File: src/rtl/pl_pkg.sv
// ---------------------------------------------------------------------------
// pl_pkg
//   Shared definitions for the pipeline stage registers.
//   - Control field layout (bit positions inside the CTRL payload).
//   - Default decode->execute datapath width.
//   - Bubble encoding for the control field.
//   - Slot operation enum used between pl_stage_buf and pl_stage_slot.
//   - pack_ctrl helper to build a CTRL word from its named fields.
// ---------------------------------------------------------------------------
package pl_pkg;

  // Decode->execute payload: 7 x 32-bit words (operands, PCs, immediate, ...)
  localparam int DE_DATA_W = 224;

  // Control field layout, LSB first
  localparam int CTRL_JUMP_LSB       = 0;
  localparam int CTRL_JALR_LSB       = 1;
  localparam int CTRL_BRANCH_LSB     = 2;
  localparam int CTRL_REGWRITE_LSB   = 3;
  localparam int CTRL_ALU_SRC_LSB    = 4;
  localparam int CTRL_ALU_CTRL_LSB   = 5;
  localparam int CTRL_ALU_CTRL_W     = 4;
  localparam int CTRL_RESULT_SRC_LSB = 9;
  localparam int CTRL_RESULT_SRC_W   = 2;
  localparam int CTRL_W              = 11;

  // An all-zero control word is a bubble: no writeback, no branch, no jump
  localparam logic [CTRL_W-1:0] CTRL_BUBBLE = '0;

  // What a storage slot does on the next clock edge
  typedef enum logic [1:0] {
    SLOT_HOLD   = 2'd0,
    SLOT_LOAD   = 2'd1,
    SLOT_BUBBLE = 2'd2,
    SLOT_CLEAR  = 2'd3
  } slot_op_e;

  // Named view of the control word (field order matches the bit layout)
  typedef struct packed {
    logic [CTRL_RESULT_SRC_W-1:0] result_src;
    logic [CTRL_ALU_CTRL_W-1:0]   alu_ctrl;
    logic                         alu_src;
    logic                         regwrite;
    logic                         branch;
    logic                         jalr;
    logic                         jump;
  } ctrl_t;

  // Build a control word from named fields using the layout constants
  function automatic logic [CTRL_W-1:0] pack_ctrl(input ctrl_t c);
    logic [CTRL_W-1:0] w;
    w = CTRL_BUBBLE;
    w[CTRL_JUMP_LSB]     = c.jump;
    w[CTRL_JALR_LSB]     = c.jalr;
    w[CTRL_BRANCH_LSB]   = c.branch;
    w[CTRL_REGWRITE_LSB] = c.regwrite;
    w[CTRL_ALU_SRC_LSB]  = c.alu_src;
    w[CTRL_ALU_CTRL_LSB +: CTRL_ALU_CTRL_W]     = c.alu_ctrl;
    w[CTRL_RESULT_SRC_LSB +: CTRL_RESULT_SRC_W] = c.result_src;
    return w;
  endfunction

endpackage

File: src/rtl/pl_stage_slot.sv
// ---------------------------------------------------------------------------
// pl_stage_slot
//   One {valid, ctrl, data} storage entry of a pipeline stage.
//   Ports:
//     clk      in   rising-edge clock
//     reset    in   synchronous active-high reset (clears everything)
//     op       in   HOLD / LOAD / BUBBLE / CLEAR for the next edge
//     ld_data  in   datapath payload to load
//     ld_ctrl  in   control payload to load
//     valid    out  entry holds a valid instruction
//     data     out  registered datapath payload
//     ctrl     out  registered control payload (zero when not valid)
//   RST_DATA selects whether a bubble also zeroes the datapath payload.
// ---------------------------------------------------------------------------
module pl_stage_slot #(
  parameter int DATA_W   = pl_pkg::DE_DATA_W,
  parameter int CTRL_W   = pl_pkg::CTRL_W,
  parameter bit RST_DATA = 1'b0
) (
  input  logic                 clk,
  input  logic                 reset,
  input  pl_pkg::slot_op_e     op,
  input  logic [DATA_W-1:0]    ld_data,
  input  logic [CTRL_W-1:0]    ld_ctrl,
  output logic                 valid,
  output logic [DATA_W-1:0]    data,
  output logic [CTRL_W-1:0]    ctrl
);
  import pl_pkg::*;

  // Single register bank. CLEAR (flush) always wipes data; BUBBLE only
  // wipes data when RST_DATA is set, otherwise the stale payload is kept
  // to avoid toggling the wide datapath on every empty cycle.
  always_ff @(posedge clk) begin
    if (reset) begin
      valid <= 1'b0;
      ctrl  <= '0;
      data  <= '0;
    end else begin
      case (op)
        SLOT_LOAD: begin
          valid <= 1'b1;
          ctrl  <= ld_ctrl;
          data  <= ld_data;
        end
        SLOT_BUBBLE: begin
          valid <= 1'b0;
          ctrl  <= '0;
          if (RST_DATA) data <= '0;
        end
        SLOT_CLEAR: begin
          valid <= 1'b0;
          ctrl  <= '0;
          data  <= '0;
        end
        default: begin
          valid <= valid;
        end
      endcase
    end
  end

endmodule

File: src/rtl/pl_stage_buf.sv
// ---------------------------------------------------------------------------
// pl_stage_buf
//   Generic pipeline stage register with valid/ready handshake, hazard
//   stall and flush. Carries a DATA payload and a CTRL payload; CTRL is
//   zeroed whenever the stage holds a bubble.
//   Ports:
//     clk        in   rising-edge clock
//     reset      in   synchronous active-high reset
//     flush      in   kill held and incoming contents
//     stall      in   freeze the stage, accept and retire nothing
//     in_valid   in   upstream offers an instruction
//     in_ready   out  stage accepts this cycle
//     in_data    in   upstream datapath payload  [DATA_W]
//     in_ctrl    in   upstream control payload   [CTRL_W]
//     out_valid  out  output entry valid
//     out_ready  in   downstream accepts
//     out_data   out  registered datapath payload [DATA_W]
//     out_ctrl   out  registered control payload  [CTRL_W], zero = bubble
//   Build option:
//     PL_STAGE_SKID_EN  adds a second (skid) entry so in_ready no longer
//                       depends combinationally on out_ready.
// ---------------------------------------------------------------------------
module pl_stage_buf #(
  parameter int DATA_W   = pl_pkg::DE_DATA_W,
  parameter int CTRL_W   = pl_pkg::CTRL_W,
  parameter bit RST_DATA = 1'b0
) (
  input  logic              clk,
  input  logic              reset,
  input  logic              flush,
  input  logic              stall,
  input  logic              in_valid,
  output logic              in_ready,
  input  logic [DATA_W-1:0] in_data,
  input  logic [CTRL_W-1:0] in_ctrl,
  output logic              out_valid,
  input  logic              out_ready,
  output logic [DATA_W-1:0] out_data,
  output logic [CTRL_W-1:0] out_ctrl
);
  import pl_pkg::*;

  slot_op_e          main_op;
  logic [DATA_W-1:0] main_ld_data;
  logic [CTRL_W-1:0] main_ld_ctrl;
  logic              in_fire;

  assign in_fire = in_valid & in_ready;

`ifdef PL_STAGE_SKID_EN
  slot_op_e          skid_op;
  logic              skid_valid;
  logic [DATA_W-1:0] skid_data;
  logic [CTRL_W-1:0] skid_ctrl;
  logic              out_fire;

  assign out_fire = out_valid & out_ready & ~stall;

  // Ready depends only on registered skid state and hazard inputs, which
  // cuts the combinational ready chain from downstream.
  assign in_ready = ~reset & ~flush & ~stall & ~skid_valid;

  // Slot sequencing. The skid entry is only ever filled while main is
  // occupied, so main is always the older instruction. When main retires
  // the skid entry (if any) moves up; otherwise a new input or a bubble
  // takes its place.
  always_comb begin
    main_op      = SLOT_HOLD;
    skid_op      = SLOT_HOLD;
    main_ld_data = in_data;
    main_ld_ctrl = in_ctrl;
    if (flush) begin
      main_op = SLOT_CLEAR;
      skid_op = SLOT_CLEAR;
    end else if (!stall) begin
      if (!out_valid) begin
        main_op = in_fire ? SLOT_LOAD : SLOT_BUBBLE;
      end else if (out_fire) begin
        if (skid_valid) begin
          main_op      = SLOT_LOAD;
          main_ld_data = skid_data;
          main_ld_ctrl = skid_ctrl;
          skid_op      = SLOT_BUBBLE;
        end else begin
          main_op = in_fire ? SLOT_LOAD : SLOT_BUBBLE;
        end
      end else if (in_fire) begin
        skid_op = SLOT_LOAD;
      end
    end
  end

  pl_stage_slot #(
    .DATA_W   (DATA_W),
    .CTRL_W   (CTRL_W),
    .RST_DATA (RST_DATA)
  ) u_skid (
    .clk     (clk),
    .reset   (reset),
    .op      (skid_op),
    .ld_data (in_data),
    .ld_ctrl (in_ctrl),
    .valid   (skid_valid),
    .data    (skid_data),
    .ctrl    (skid_ctrl)
  );
`else
  // Single entry: accept whenever the held entry is empty or leaving.
  assign in_ready = ~reset & ~flush & ~stall & (~out_valid | out_ready);

  // in_ready already excludes flush and stall, so the later branches only
  // see the normal handshake. Ready without valid inserts a bubble.
  always_comb begin
    main_op      = SLOT_HOLD;
    main_ld_data = in_data;
    main_ld_ctrl = in_ctrl;
    if (flush) begin
      main_op = SLOT_CLEAR;
    end else if (in_fire) begin
      main_op = SLOT_LOAD;
    end else if (in_ready) begin
      main_op = SLOT_BUBBLE;
    end
  end
`endif

  pl_stage_slot #(
    .DATA_W   (DATA_W),
    .CTRL_W   (CTRL_W),
    .RST_DATA (RST_DATA)
  ) u_main (
    .clk     (clk),
    .reset   (reset),
    .op      (main_op),
    .ld_data (main_ld_data),
    .ld_ctrl (main_ld_ctrl),
    .valid   (out_valid),
    .data    (out_data),
    .ctrl    (out_ctrl)
  );

endmodule

File: config.mk
export PLATFORM = sky130hd
export DESIGN_NAME = pl_stage_buf
export DESIGN_NICKNAME = d
export VERILOG_FILES = /design/src/rtl/pl_pkg.sv /design/src/rtl/pl_stage_slot.sv /design/src/rtl/pl_stage_buf.sv
export SDC_FILE = /design/constraint.sdc
export NUM_CORES = 1
export LEC_CHECK = 0
export CAP_MARGIN = 5
export CORE_AREA = 3 3 187 189
export CTS_CLUSTER_SIZE = 12
export DETAILED_ROUTE_END_ITERATION = 7
export DIE_AREA = 0 0 190 192
export GPL_TIMING_DRIVEN = 0
export HOLD_SLACK_MARGIN = 0.05
export MAX_ROUTING_LAYER = met4
export SYNTH_ARGS = -nofsm -noshare
export SYNTH_HDL_FRONTEND = slang
export SYNTH_HIERARCHICAL = 1
export SYNTH_SLANG_ARGS = --single-unit
File: constraint.sdc
create_clock -name clk -period 2.9 [get_ports clk]
set_input_delay 0.58 -clock clk [delete_from_list [all_inputs] [get_ports clk]]
set_output_delay 0.58 -clock clk [all_outputs]
set_load 0.005 [all_outputs]
==> run summary <==
Grt ovf -> 0
Drt via density -> 4.61
Routed vias -> 9,325
Crit-path slowest cell -> clkdlybuf4s50_1
Synth-to-layout area growth -> 65.7%
Cells after Synth -> 1,040
Unrepaired setup endpoints after global routing -> false
DP HPWL -> 28.9 mm
RePlAce Congestion -> 0.815
Cell count after placement -> 1,965
Area after DPL -> 15,100 µm²
First-pass GRT wire length -> 56.8 mm
Endpoints failing hold -> 0
Starting Density -> 29.1%
Post-Synth Adder-Cell Area -> 0%
Syn nets -> 1,281
Post-synth top area cell -> dfxtp_1
Synth warn -> 6
Final WS setup -> 0.414 ns
Nets -> 1,790
CP bufs+invs -> 2
Critical Path Fanout Max -> 3
Post-Synth XOR/XNOR Area -> 0%
Final count of pins violating max slew -> 0
Clock Latency Late Sink -> 0.55 ns
Pre-CTS WS -> -0.0185 ns
Clock Sinks -> 236
CP startpoint kind -> input port
Complex-gate fraction of the synthesized area -> 11.7%
Ant diodes -> 0
Core area -> 33,400 µm²
CTS clk-pin slew, worst paths -> 0.06 ns
DRT antenna net count -> 0
Reg power frac -> 39.9%
Die height -> 192 µm
Min Clock Period, post-route -> 2.49 ns
Final setup skew -> 0.0118 ns
Psw -> 2.03 mW
CTS Buf Count -> 30
Largest cells by area after synthesis -> dfxtp_1, nand3b_1, nand2b_1, a21oi_1, buf_6
Die footprint -> 36,500 µm²
Critical path endpoint category -> primary output
Pleak -> 5.49 nW
Crit share post-route -> 85.7%
Gr usage total -> 20.4%
DRC viols -> 0
Worst-Margin Slew -> 0.580 ns
Synthesized area per cell -> 9.35 µm²
Fin cells -> 2,021
IO Count -> 478
Comb power frac -> 14.9%
Peak Freq -> 0.402 GHz
Crit-path max cell delay -> 0.51 ns
Vias in the first global route -> 9,486
Drt pass-1 iters -> 4
HP Class -> flop to flop
Resize count post-CTS -> 0
Setup TNS -> 0 ns
Layout cell share with drive strength beyond 1 -> 5.91%
Setup repair bufs after CTS -> 0
FF+latch count, synth -> 236
Arrival time at the worst endpoint -> 1.91 ns
Largest net degree at the start of global routing -> 15
Die X -> 190 µm
Largest family of logic cells by synthesized area -> simple AND/OR/NAND/NOR gates
Total design power -> 8.64 mW
FILL cells -> 3,169
DR WL/cell -> 18.9 µm
CTS tree -> done
Clk root buf -> clkbuf_16
Yosys top cell area share -> 48.6%
Sw Ratio -> 23.5%
Post-synthesis simple-gate area fraction -> 32.6%
PortBufs -> 477
Setup violations, final -> 0
Flop2flop setup slack -> 0.82 ns
Post-route cell area -> 16,100 µm²
Family with the most delay on the worst path -> buffers and inverters
Initial antenna violation count -> 0
Internal power -> 6.61 mW
Library cells used by synthesis -> 15
# Max-Cap Violations -> 0
Routed WL -> 38.2 mm
Seq/Total Area, Yosys -> 48.6%
CP Class -> input port to primary output
Clk pwr share -> 45.2%
Status -> complete, no violations
H-tree Lvls -> 1
Hold buffers post-CTS -> 0
CP most frequent cell -> clkdlybuf4s50_1
Mux share of post-synthesis cell area -> 1.13%
Mapped cell area -> 9720 µm²
Clk buf depth -> 3
Pwr dens -> 536 nW/µm²
CP Data Required Time -> 2.32 ns
Core Rows -> 67
Peak VDD IR -> 0.519 mV
Critical path, cell by cell -> clkdlybuf4s50_1, nor2_1, and3b_2, clkdlybuf4s50_1
Slew headroom -> 61.3%
DRT iter0 DRCs -> 311
[cells in the final DEF (no fill, tap or decap)]
| cell | Yosys | routed |
|---|---|---|
| clkdlybuf4s50_1 | 0 | 477 |
| dfxtp_1 | 236 | 236 |
| nand2b_1 | 224 | 224 |
| nand3b_1 | 224 | 224 |
| a21oi_1 | 224 | 224 |
| clkbuf_1 | 60 | 67 |
| clkbuf_16 | 0 | 31 |
| buf_6 | 23 | 23 |
| buf_2 | 17 | 17 |
| nor2_1 | 14 | 14 |
| mux2i_1 | 11 | 11 |
| clkbuf_8 | 0 | 9 |
| clkinv_2 | 0 | 5 |
| bufinv_16 | 0 | 3 |
| a31o_1 | 2 | 2 |
| nand2b_4 | 1 | 1 |
| and3b_2 | 1 | 1 |
| inv_1 | 1 | 1 |
| inv_8 | 0 | 1 |
| buf_4 | 1 | 1 |
| or2_2 | 1 | 1 |
[through the flow]
stage	utilization, %	hold slack, ns
5_1_grt	48.2	0.473
3_3_place_gp	45.0	0.453
6_report	48.2	0.465
2_1_floorplan	-	0.462
3_5_place_dp	45.0	0.456
4_1_cts	48.2	0.467
[metal layers]
metal  wire length [µm]  track usage (%)  part of all wire [%]  vias up
met5                  0                -                     0        -
li1                   -                -                     -     4553
met2              19100             35.2                    50      329
met1              15300             23.5                    40     4388
met4                798             4.49                   2.1        0
met3               3070             6.28                   8.0       55
[power by group through the flow]
| stage | logic (mW) | registers (mW) | clock network (mW) |
|---|---|---|---|
| 3_5_place_dp | 1.29 | 3.52 | 0 |
| 6_report | 1.29 | 3.45 | 3.90 |
| 3_3_place_gp | 1.29 | 3.51 | 0 |
| 2_1_floorplan | 0.489 | 3.53 | 0 |
| 5_1_grt | 1.39 | 3.46 | 4.17 |
| 4_1_cts | 1.30 | 3.45 | 4.03 |
[cell usage after synthesis, drive strengths merged]
master / count
and3b: 1
or2: 1
nand2b: 225
mux2i: 11
a31o: 2
dfxtp: 236
inv: 1
buf: 41
clkbuf: 60
nor2: 14
a21oi: 224
nand3b: 224
[final cells by class]
class	count	area, µm²	share of cell area [%]
well taps	448	561	3.48
inverters	1	3.75	0.0233
clock inverters	9	126	0.785
clock buffers	47	926	5.75
flip-flops and latches	236	4720	29.3
repair buffers	477	4770	29.6
plain buffers	101	577	3.58
multi-input cells	702	4410	27.4
[final timing paths]
kind / startpoint / end / cells past startpoint
max: stall / in_ready / 4
min: u_main/data[162]$_SDFFE_PP0P_ / u_main/data[162]$_SDFFE_PP0P_ / 2
max reg2reg: u_main/valid$_SDFFE_PP0P_ / u_main/data[128]$_SDFFE_PP0P_ / 6
min reg2reg: u_main/data[162]$_SDFFE_PP0P_ / u_main/data[162]$_SDFFE_PP0P_ / 2
[sequential cells by signal (all words and copies together) (netlist names)]
register	cells
u_main/data	224
u_main/valid	1
u_main/ctrl	11
[worst min-delay path: stages, from the launching register on]
cell and delay, ns:
dfxtp_1 0.30, nand2b_1 0.06, a21oi_1 0.05
[cell families (layout without fill, tap and decap cells)]
family | Yosys count | count (layout)
buffers and inverters | 102 | 635
DFF | 236 | 236
muxes | 11 | 11
and+or+nand+nor | 465 | 465
AOI/OAI and AO/OA | 226 | 226
Power figures use the tool's default switching activity.
